## config.mk

```make
export PLATFORM = sky130hd
export DESIGN_NAME = adc_uart_streamer
export DESIGN_NICKNAME = d
export VERILOG_FILES = /design/src/rtl/adc_uart_streamer_pkg.sv /design/src/rtl/adc_uart_streamer_sync_fifo.sv /design/src/rtl/adc_uart_streamer.sv
export SDC_FILE = /design/constraint.sdc
export NUM_CORES = 1
export LEC_CHECK = 0
export BUFFER_PORTS_ARGS = -buffer_cell sky130_fd_sc_hd__buf_2
export CORE_ASPECT_RATIO = 0.7
export CORE_UTILIZATION = 55
export DETAILED_ROUTE_END_ITERATION = 12
export HOLD_SLACK_MARGIN = 0.15
export PLACE_DENSITY = 0.88
export SLEW_MARGIN = 20
export SYNTH_ARGS = -nofsm -noshare
export SYNTH_HDL_FRONTEND = slang
export SYNTH_HIERARCHICAL = 1
export SYNTH_SLANG_ARGS = --single-unit
```

## constraint.sdc

```tcl
create_clock -name clk -period 3.4 [get_ports clk]
set_input_delay 0.34 -clock clk [delete_from_list [all_inputs] [get_ports clk]]
set_output_delay 0.34 -clock clk [all_outputs]
set_load 0.005 [all_outputs]
```

## src/rtl/adc_uart_streamer_pkg.sv

```systemverilog
// Shared definitions for the ADC-to-UART streamer: FSM state encodings,
// packet geometry, default sync byte and the packet checksum helper.
package adc_uart_streamer_pkg;

  localparam logic [2:0] ST_IDLE      = 3'd0;
  localparam logic [2:0] ST_LOAD      = 3'd1;
  localparam logic [2:0] ST_SEND      = 3'd2;
  localparam logic [2:0] ST_WAIT_BUSY = 3'd3;
  localparam logic [2:0] ST_WAIT_IDLE = 3'd4;

  localparam int PKT_LEN_BASE = 4;
  localparam int CKSUM_IDX    = 4;

  localparam logic [7:0] HEADER_DEFAULT = 8'hA5;

  // XOR of channel, data-high and data-low bytes (header is excluded).
  function automatic logic [7:0] pkt_checksum(input logic [7:0] ch_b,
                                              input logic [7:0] hi_b,
                                              input logic [7:0] lo_b);
    return ch_b ^ hi_b ^ lo_b;
  endfunction

endpackage

```

## src/rtl/adc_uart_streamer_sync_fifo.sv

```systemverilog
// sync_fifo: single-clock FIFO with power-of-2 depth. The head entry is
// presented on rd_data straight out of the register array, so a pop can
// capture it on the same edge. A write to a full FIFO succeeds when a read
// happens in the same cycle.
module sync_fifo #(
  parameter  int WIDTH = 8,
  parameter  int DEPTH = 16,
  localparam int AW    = $clog2(DEPTH)
) (
  input  logic             clk,
  input  logic             rst,
  input  logic             wr_en,
  input  logic [WIDTH-1:0] wr_data,
  input  logic             rd_en,
  output logic [WIDTH-1:0] rd_data,
  output logic             full,
  output logic             empty,
  output logic [AW:0]      level
);

  logic [WIDTH-1:0] mem_r [DEPTH];
  logic [AW-1:0]    wr_ptr_r;
  logic [AW-1:0]    rd_ptr_r;
  logic [AW:0]      count_r;
  logic             do_wr_s;
  logic             do_rd_s;

  assign full    = (count_r == (AW+1)'(DEPTH));
  assign empty   = (count_r == {(AW+1){1'b0}});
  assign do_rd_s = rd_en && !empty;
  assign do_wr_s = wr_en && (!full || do_rd_s);
  assign rd_data = mem_r[rd_ptr_r];
  assign level   = count_r;

  // Storage array; contents need no reset since count_r guards validity.
  always_ff @(posedge clk) begin
    if (do_wr_s) begin
      mem_r[wr_ptr_r] <= wr_data;
    end
  end

  // Pointer and occupancy bookkeeping.
  always_ff @(posedge clk or posedge rst) begin
    if (rst) begin
      wr_ptr_r <= {AW{1'b0}};
      rd_ptr_r <= {AW{1'b0}};
      count_r  <= {(AW+1){1'b0}};
    end else begin
      if (do_wr_s) begin
        wr_ptr_r <= wr_ptr_r + AW'(1);
      end
      if (do_rd_s) begin
        rd_ptr_r <= rd_ptr_r + AW'(1);
      end
      case ({do_wr_s, do_rd_s})
        2'b10:   count_r <= count_r + (AW+1)'(1);
        2'b01:   count_r <= count_r - (AW+1)'(1);
        default: count_r <= count_r;
      endcase
    end
  end

endmodule

```

## src/rtl/adc_uart_streamer.sv

```systemverilog
// adc_uart_streamer: decimates channel-tagged ADC samples per channel,
// buffers them as {ch, data} in a sync_fifo and serialises each entry into
// a framed byte packet (HEADER, ch, data[15:8], data[7:0]) for uart_tx.
// Build option STREAMER_CHECKSUM_EN appends an XOR checksum byte.
module adc_uart_streamer
  import adc_uart_streamer_pkg::*;
#(
  parameter  int         ADC_WIDTH  = 10,
  parameter  int         NUM_CH     = 2,
  parameter  int         FIFO_DEPTH = 16,
  parameter  int         DECIM      = 1,
  parameter  logic [7:0] HEADER     = HEADER_DEFAULT,
  localparam int         CH_W       = (NUM_CH > 1) ? $clog2(NUM_CH) : 1
) (
  input  logic                          clk,
  input  logic                          rst,
  input  logic                          enable,
  input  logic [ADC_WIDTH-1:0]          sample_data,
  input  logic [CH_W-1:0]               sample_ch,
  input  logic                          sample_valid,
  output logic [7:0]                    tx_data,
  output logic                          tx_enable,
  input  logic                          tx_available,
  output logic [$clog2(FIFO_DEPTH):0]   fifo_level,
  output logic [15:0]                   overflow_count,
  output logic                          busy
);

  localparam int DCNT_W = (DECIM > 1) ? $clog2(DECIM) : 1;
  localparam int FW     = CH_W + ADC_WIDTH;
  localparam int LVL_W  = $clog2(FIFO_DEPTH) + 1;
`ifdef STREAMER_CHECKSUM_EN
  localparam int PKT_LEN = PKT_LEN_BASE + 1;
`else
  localparam int PKT_LEN = PKT_LEN_BASE;
`endif
  localparam logic [DCNT_W-1:0] DEC_LAST = DCNT_W'(DECIM - 1);
  localparam logic [2:0]        LAST_IDX = 3'(PKT_LEN - 1);

  logic [DCNT_W-1:0] dec_cnt_r [NUM_CH];
  logic              ch_ok_s;
  logic              keep_s;
  logic              wr_en_s;
  logic              rd_en_s;
  logic              ovf_inc_s;
  logic              fifo_full_s;
  logic              fifo_empty_s;
  logic [FW-1:0]     rd_data_s;
  logic [LVL_W-1:0]  fifo_level_s;

  logic [2:0]        state_r;
  logic [2:0]        state_nxt_s;
  logic [2:0]        byte_idx_r;
  logic [2:0]        send_idx_s;
  logic              send_s;
  logic [FW-1:0]     pkt_r;
  logic [15:0]       data16_s;
  logic [7:0]        ch_byte_s;
  logic [7:0]        byte_s;
  logic [7:0]        tx_data_r;
  logic              tx_enable_r;
  logic [15:0]       overflow_r;
  logic              busy_r;

  // Intake qualification: valid channel while enabled, kept when its counter is 0.
  always_comb begin
    ch_ok_s = 1'b0;
    keep_s  = 1'b0;
    if (sample_valid && enable && (int'(sample_ch) < NUM_CH)) begin
      ch_ok_s = 1'b1;
      keep_s  = (dec_cnt_r[sample_ch] == {DCNT_W{1'b0}});
    end else begin
      ch_ok_s = 1'b0;
      keep_s  = 1'b0;
    end
  end

  assign rd_en_s   = (state_r == ST_IDLE) && !fifo_empty_s && tx_available;
  assign wr_en_s   = keep_s && (!fifo_full_s || rd_en_s);
  assign ovf_inc_s = keep_s && fifo_full_s && !rd_en_s;

  // Per-channel decimation counters wrapping at DECIM-1.
  always_ff @(posedge clk or posedge rst) begin
    if (rst) begin
      for (int i = 0; i < NUM_CH; i++) begin
        dec_cnt_r[i] <= {DCNT_W{1'b0}};
      end
    end else if (ch_ok_s) begin
      dec_cnt_r[sample_ch] <= (dec_cnt_r[sample_ch] == DEC_LAST) ?
                              {DCNT_W{1'b0}} : dec_cnt_r[sample_ch] + DCNT_W'(1);
    end
  end

  // Saturating count of kept samples lost to a full FIFO.
  always_ff @(posedge clk or posedge rst) begin
    if (rst) begin
      overflow_r <= 16'h0000;
    end else if (ovf_inc_s && (overflow_r != 16'hFFFF)) begin
      overflow_r <= overflow_r + 16'h0001;
    end
  end

  sync_fifo #(
    .WIDTH (FW),
    .DEPTH (FIFO_DEPTH)
  ) u_fifo (
    .clk     (clk),
    .rst     (rst),
    .wr_en   (wr_en_s),
    .wr_data ({sample_ch, sample_data}),
    .rd_en   (rd_en_s),
    .rd_data (rd_data_s),
    .full    (fifo_full_s),
    .empty   (fifo_empty_s),
    .level   (fifo_level_s)
  );

  // Packet FSM next state and which byte (if any) is launched next cycle.
  always_comb begin
    state_nxt_s = state_r;
    send_s      = 1'b0;
    send_idx_s  = byte_idx_r;
    case (state_r)
      ST_IDLE: begin
        if (rd_en_s) begin
          state_nxt_s = ST_LOAD;
        end else begin
          state_nxt_s = ST_IDLE;
        end
      end
      ST_LOAD: begin
        state_nxt_s = ST_SEND;
        send_s      = 1'b1;
        send_idx_s  = 3'd0;
      end
      ST_SEND: begin
        state_nxt_s = ST_WAIT_BUSY;
      end
      ST_WAIT_BUSY: begin
        if (!tx_available) begin
          state_nxt_s = ST_WAIT_IDLE;
        end else begin
          state_nxt_s = ST_WAIT_BUSY;
        end
      end
      ST_WAIT_IDLE: begin
        if (tx_available && (byte_idx_r == LAST_IDX)) begin
          state_nxt_s = ST_IDLE;
        end else if (tx_available) begin
          state_nxt_s = ST_SEND;
          send_s      = 1'b1;
          send_idx_s  = byte_idx_r + 3'd1;
        end else begin
          state_nxt_s = ST_WAIT_IDLE;
        end
      end
      default: begin
        state_nxt_s = ST_IDLE;
      end
    endcase
  end

  // Byte selection from the packet register.
  always_comb begin
    data16_s                  = {16{1'b0}};
    data16_s[ADC_WIDTH-1:0]   = pkt_r[ADC_WIDTH-1:0];
    ch_byte_s                 = 8'(pkt_r[FW-1:ADC_WIDTH]);
    case (send_idx_s)
      3'd0:    byte_s = HEADER;
      3'd1:    byte_s = ch_byte_s;
      3'd2:    byte_s = data16_s[15:8];
      3'd3:    byte_s = data16_s[7:0];
`ifdef STREAMER_CHECKSUM_EN
      3'(CKSUM_IDX): byte_s = pkt_checksum(ch_byte_s, data16_s[15:8], data16_s[7:0]);
`endif
      default: byte_s = 8'h00;
    endcase
  end

  // FSM state, packet capture and registered UART-facing outputs.
  always_ff @(posedge clk or posedge rst) begin
    if (rst) begin
      state_r     <= ST_IDLE;
      byte_idx_r  <= 3'd0;
      pkt_r       <= {FW{1'b0}};
      tx_data_r   <= 8'h00;
      tx_enable_r <= 1'b0;
      busy_r      <= 1'b0;
    end else begin
      state_r <= state_nxt_s;
      if (rd_en_s) begin
        pkt_r <= rd_data_s;
      end
      if (send_s) begin
        byte_idx_r <= send_idx_s;
        tx_data_r  <= byte_s;
      end
      tx_enable_r <= send_s;
      busy_r      <= (state_nxt_s != ST_IDLE) || wr_en_s ||
                     (fifo_level_s > LVL_W'(rd_en_s));
    end
  end

  assign tx_data        = tx_data_r;
  assign tx_enable      = tx_enable_r;
  assign fifo_level     = fifo_level_s;
  assign overflow_count = overflow_r;
  assign busy           = busy_r;

endmodule
```

; After elaboration in Yosys (flattened, before gate mapping)
; Memories as Yosys holds them, arrays and structs flattened. A register that Yosys moved wholly into a read port is not among the register bits.
; Index checks and enable logic that the tools add are counted.
; Widths: inputs -> output; s select.
[op_classes]
add_sub_neg = 7
order_cmp = 3
n_eq_ne = 12
n_mux = 24
bitwise = 2
reduce_logical = 23
[ops]
columns = operator, count
row1 = $pmux 8 s4, 1
row2 = $add 16x1->16 const B, 1
row3 = $ne 16x16->1 const B, 1
row4 = $eq 3x2->1 const B, 5
row5 = $mux 3, 5
row6 = $pmux 3 s5, 1
row7 = $mux 1, 12
row8 = $logic_and 1x1->1, 11
row9 = $pmux 5 s2, 1
row10 = $add 4x1->4 const B, 2
row11 = $eq 3x1->1 const B, 2
row12 = $logic_not 3->1, 2
row13 = $pmux 3 s2, 1
row14 = $add 5x1->5 const B, 1
row15 = $eq 5x5->1 const B, 1
row16 = $gt 5x1->1, 1
row17 = $logic_not 5->1, 1
row18 = $sub 5x1->5 const B, 1
row19 = $logic_or 1x1->1, 4
row20 = $add 3x1->3 const B, 1
row21 = $eq 3x3->1 const B, 1
row22 = $logic_not 1->1, 3
row23 = $reduce_bool 3->1, 1
row24 = $bwmux 2, 1
row25 = other kinds (10), 10
[word_totals]
regBits = 47
mem_bits_rw = 176
in_bits = 16
memories = 1
[mem_list]
columns = memory, depth, word_bits, read_ports, rd_clocked_by_memory_dff, wr, line_no
row1 = u_fifo.mem_r, 16, 11, 1, 1, 1, adc_uart_streamer_sync_fifo.sv:21  ; logic [WIDTH-1:0] mem_r [DEPTH];

; Longest topological paths before layout
[logic_depth]
depth_word = 10
ltp_mapped = 14
depth_no_buf = 13

; Hierarchy
; Netlist, hierarchy kept.
[by_module_without_submodules]
columns = module, instances, cells_per_inst, area_each_um2, seq_area_each_um2
row1 = sync_fifo, 1, 370, 7537.2, 5610.4
row2 = adc_uart_streamer, 1, 187, 2072.0, 1076.0

; Worst setup path before layout
; No wires, ideal clock.
[synth_timing]
kind = reg-to-reg
startpoint = register u_fifo.count_r[0] (netlist: u_fifo/level[0])
endpoint = register u_fifo.count_r[4] (netlist: u_fifo/level[4])
arrival_time_ns = 3.103
setup_slack_ns = 0.211
stages_incl_launch_ff = 14
period_less_slack_ns = 3.189
cell_sequence = dfrtp_1 -> nor4_4 -> nand2b_1 -> inv_1 -> nand2b_1 -> o41ai_1 -> nor2b_1 -> clkbuf_1 -> or2_2 -> fa_1 -> nand2b_1 -> a211o_1 -> o31a_1 -> o211ai_1
[synth_between]
elab_chain_cells = 9
[synth_rtl]
columns = item, line_no
row1 = from (decl), adc_uart_streamer_sync_fifo.sv:24  ; logic [AW:0] count_r;
row2 = from (signal assigned), adc_uart_streamer_sync_fifo.sv:47  ; count_r <= {(AW+1){1'b0}};
row3 = from (signal assigned), adc_uart_streamer_sync_fifo.sv:56  ; 2'b10: count_r <= count_r + (AW+1)'(1);
row4 = from (signal assigned), adc_uart_streamer_sync_fifo.sv:57  ; 2'b01: count_r <= count_r - (AW+1)'(1);
row5 = $logic_not 5->1 *, adc_uart_streamer_sync_fifo.sv:29  ; assign empty = (count_r == {(AW+1){1'b0}});
row6 = named net fifo_empty_s, adc_uart_streamer.sv:47  ; logic fifo_empty_s;
row7 = $logic_not 1->1 *, adc_uart_streamer.sv:78  ; assign rd_en_s = (state_r == ST_IDLE) && !fifo_empty_s && tx_available;
row8 = $logic_and 1x1->1 * (2 in series), adc_uart_streamer.sv:78
row9 = $logic_or 1x1->1 *, adc_uart_streamer.sv:79  ; assign wr_en_s = keep_s && (!fifo_full_s || rd_en_s);
row10 = $logic_and 1x1->1 *, adc_uart_streamer.sv:79
row11 = named net wr_en_s, adc_uart_streamer.sv:43  ; logic wr_en_s;
row12 = $logic_and 1x1->1 *, adc_uart_streamer_sync_fifo.sv:31  ; assign do_wr_s = wr_en && (!full || do_rd_s);
row13 = $eq 2x1->1 / $eq 2x2->1 (equally long branches), adc_uart_streamer_sync_fifo.sv:55  ; case ({do_wr_s, do_rd_s})
row14 = $pmux 5 s2 / $reduce_bool 2->1 (equally long branches), --
; Mark *: on every way through the listed nets, which the timed path passes. The rest lies on a longest branch.
; A chain may end at the register's enable or synchronous reset.

; Worst setup path after layout
[layout_timing]
startpoint = register u_fifo.count_r[1] (netlist: u_fifo/level[1])
endpoint = memory u_fifo/mem_r[15][2] (netlist bit) (enable)
[layout_between]
elab_chain_cells = 9
[layout_rtl]
columns = item, line_no
row1 = $logic_not 5->1, adc_uart_streamer_sync_fifo.sv:29
row2 = named net fifo_empty_s, adc_uart_streamer.sv:47
row3 = $logic_not 1->1, adc_uart_streamer.sv:78
row4 = $logic_and 1x1->1 (2 in series), adc_uart_streamer.sv:78
row5 = $logic_or 1x1->1, adc_uart_streamer.sv:79
row6 = $logic_and 1x1->1, adc_uart_streamer.sv:79
row7 = named net wr_en_s, adc_uart_streamer.sv:43
row8 = $logic_and 1x1->1, adc_uart_streamer_sync_fifo.sv:31
row9 = $mux 1, adc_uart_streamer_sync_fifo.sv:37  ; if (do_wr_s) begin
row10 = $mux 1 (implied by the code), adc_uart_streamer_sync_fifo.sv:38  ; mem_r[wr_ptr_r] <= wr_data;
row11 = to (decl), adc_uart_streamer_sync_fifo.sv:21
; The timed path passes the listed nets, and every way through them passes these cells.

==> out/metrics.csv <==
metric,value,unit
final-instance-count-excl-fill,870,
rsz0062_at_grt,no,
io_buffers,46,
final_nets,653,
dieHeight,113,um
die_area,0.0180,mm2
start_kind,register,
cts_buffers,22,
grt_max_degree,48,
setup_violations,0,
drv_cap,0,
slew_violations,0,
dieWidth,160,um
synth-main-ff-cell,edfxtp_1,
cp.arrival,3350,ps
multiInputGateArea,0.00279,mm2
firstDrtPassIters,7,
cts_tree,yes,
synth_cell_types,64,
p_leak,3.96,nW
clock_sinks,232,
hold_viol,0,
synth_nets,586,
drt_iter0_drc,811,
nFillCells,1133,
clk_path_buf_depth,3,
grtUsageTotal,0.242,
area_growth,13.5,%
start_util,0.561,
synth_edf_count,176,
async_flop_share,0.241,
post-place-ws,-28.8,ps
row_count,40,
critical_path_required,3530,ps
hp-class,input port to register,
vias,5524,
ant_nets,0,
ys_seq_area_frac,0.696,
vdd_drop_max,516,uV
cts_htree_levels,1,
status,completed,
crit_path_end_kind,register,
slew_headroom,0.411,
dp.cells,829,
grt_remaining_overflow,0,
io_pins,47,
antenna_cells,0,
cp_max_fo,11,
final_area,0.0109,mm2
path_clk_slew,60,ps
clk-insertion-delay-late,500,ps
setup.worst_path.class,register to register,
ys_seq_elements,232,
wire_per_inst,24.4,um
dpl_cell_area,0.0102,mm2
syn_area_per_cell,17.3,um2
grt_pass1_wl,32.2,mm
wl,21.2,mm
syn-cell-area,0.00961,mm2
antenna_found_initial,0,
power_density,793,mW/mm2
gp_congestion,0.842,
setup_ws,181,ps
period_share,0.947,
tightestPinTransition,882,ps
dp_hpwl,13.8,mm
synthCells,557,
period_minus_slack,3220,ps
fmax,0.311,GHz
post-route-drc-count,0,
grt_pass1_vias,5337,
core,0.0171,mm2
synth_warnings,6,
drive_gt1_frac,0.275,
via_per_inst,6.35,
regArea,0.00669,mm2
cts_root_buf,clkbuf_16,
clock_skew,10.3,ps
[worst max-delay path, stage by stage (launching register included)]
cell	delay (ps)
dfrtp_1	480
nor4_4	90
nand2b_1	140
inv_1	80
nand2b_1	160
o41ai_2	320
nor2b_1	340
buf_4	230
nand2_1	60
a31oi_1	230
buf_4	190
and3_1	520
[stage by stage]
| step | power (mW) | utilization | hold slack [ps] | TNS [ps] |
|---|---|---|---|---|
| 6_report | 8.65 | 0.637 | 258 | 0 |
| 5_1_grt | 9.01 | 0.637 | 256 | 0 |
| 4_1_cts | 8.65 | 0.636 | 246 | 0 |
| 3_5_place_dp | 6.23 | 0.593 | 418 | -663 |
| 3_3_place_gp | 6.09 | 0.593 | 408 | 0 |
| 2_1_floorplan | 5.41 | - | 217 | 0 |
[sequential cells by signal (all words and copies together) (netlist names)]
name / flops
overflow_count: 16
tx_enable: 1
u_fifo/level: 5
u_fifo/mem_r: 176
byte_idx_r: 3
tx_data: 8
u_fifo/wr_ptr_r: 4
state_r: 3
u_fifo/rd_ptr_r: 4
busy: 1
pkt_r: 11
[layer usage]
layer,wire (um),global-route usage,up-vias
li1,-,-,2330
met1,9210,0.377,2841
met3,2240,0.0632,40
met4,441,0.0559,0
met2,9370,0.345,313
met5,0,0,-
[cells by family (layout without fill, tap and decap cells)]
kind of cell,Yosys count,in the layout,synth area share
buffers and inverters,35,117,0.0169
AOI/OAI and AO/OA,64,64,0.0500
and+or+nand+nor,130,130,0.0762
adders and majority gates,13,13,0.0177
DFF,232,232,0.696
xor gates and xnor gates,21,21,0.0191
muxes,62,62,0.124
[cell usage after synthesis (6+ instances only)]
cell | number | area (um2)
nand3_1 | 18 | 90.1
inv_1 | 12 | 45.0
nand4_1 | 6 | 37.5
and3_1 | 9 | 56.3
nor2b_1 | 6 | 37.5
nand2b_1 | 8 | 50.1
clkbuf_1 | 9 | 33.8
and2_1 | 18 | 113
mux4_2 | 44 | 991
dfrtp_1 | 56 | 1400
xnor2_1 | 17 | 149
a21oi_1 | 7 | 35.0
nor2_1 | 17 | 63.8
nand2_1 | 27 | 101
mux2_2 | 13 | 146
edfxtp_1 | 176 | 5290
a22oi_1 | 23 | 173
ha_1 | 12 | 150
[placed cells by master (no fill, tap or decap), types with 3 or more instances in the layout]
master	n
a211oi_1	4
dfrtp_1	55
and3_1	7
xor2_1	4
and2_2	8
mux4_2	44
a22oi_1	23
clkinv_2	3
ha_1	12
buf_2	46
inv_2	3
o21ai_1	3
clkbuf_1	3
nand4_1	6
o21ai_0	3
inv_1	11
mux2_2	13
mux2i_1	3
o211ai_1	3
edfxtp_1	176
nand2b_1	8
and2_1	10
buf_4	14
nor2b_1	6
nand3_1	18
nand2_1	27
clkbuf_16	23
nor4_1	4
nor2_1	17
a21oi_1	7
a32o_1	3
a31oi_1	3
xnor2_1	17
clkinv_1	4
[where the power goes]
group	switching (mW)	total, mW	internal, mW
Sequential	0.250	3.64	3.39
Combinational	1.44	2.61	1.17
Clock	1.01	2.40	1.39
[cell type report]
cell class                 instances  area share
clock buffer                      26      0.0538
clock inverter                    13      0.0114
inverter                          15     0.00516
multi-input combinational        290       0.256
sequential                       232       0.613
tap                              231      0.0265
timing repair buffer              63      0.0344
[timing repair]
action | 4_1_cts | 5_1_grt
gates resized for setup | 5 | 6
buffers inserted | 0 | 0
hold endpoints to repair | 57 | 0
hold buffers | 2 | 0
gates cloned | 0 | 0
endpoints found under the setup margin | 53 | 135
[final timing paths]
kind / from / end / slack (ps) / cells past startpoint
min in group asynchronous: rst / u_fifo/level[3]$_DFFE_PP0P_ / 430 / 3
worst max register to register: u_fifo/level[1]$_DFFE_PP0P_ / u_fifo/mem_r[15][2]$_DFFE_PP_ / 180 / 11
worst min register to register: tx_data[6]$_DFFE_PP0P_ / tx_data[6]$_DFFE_PP0P_ / 480 / 2
worst max-delay path: u_fifo/level[1]$_DFFE_PP0P_ / u_fifo/mem_r[15][2]$_DFFE_PP_ / 180 / 11
worst min-delay path: sample_data[0] / u_fifo/mem_r[14][0]$_DFFE_PP_ / 260 / 1
max in group asynchronous: rst / pkt_r[5]$_DFFE_PP0N_ / 2480 / 4
Note: power is estimated with default switching activity, not from simulation.
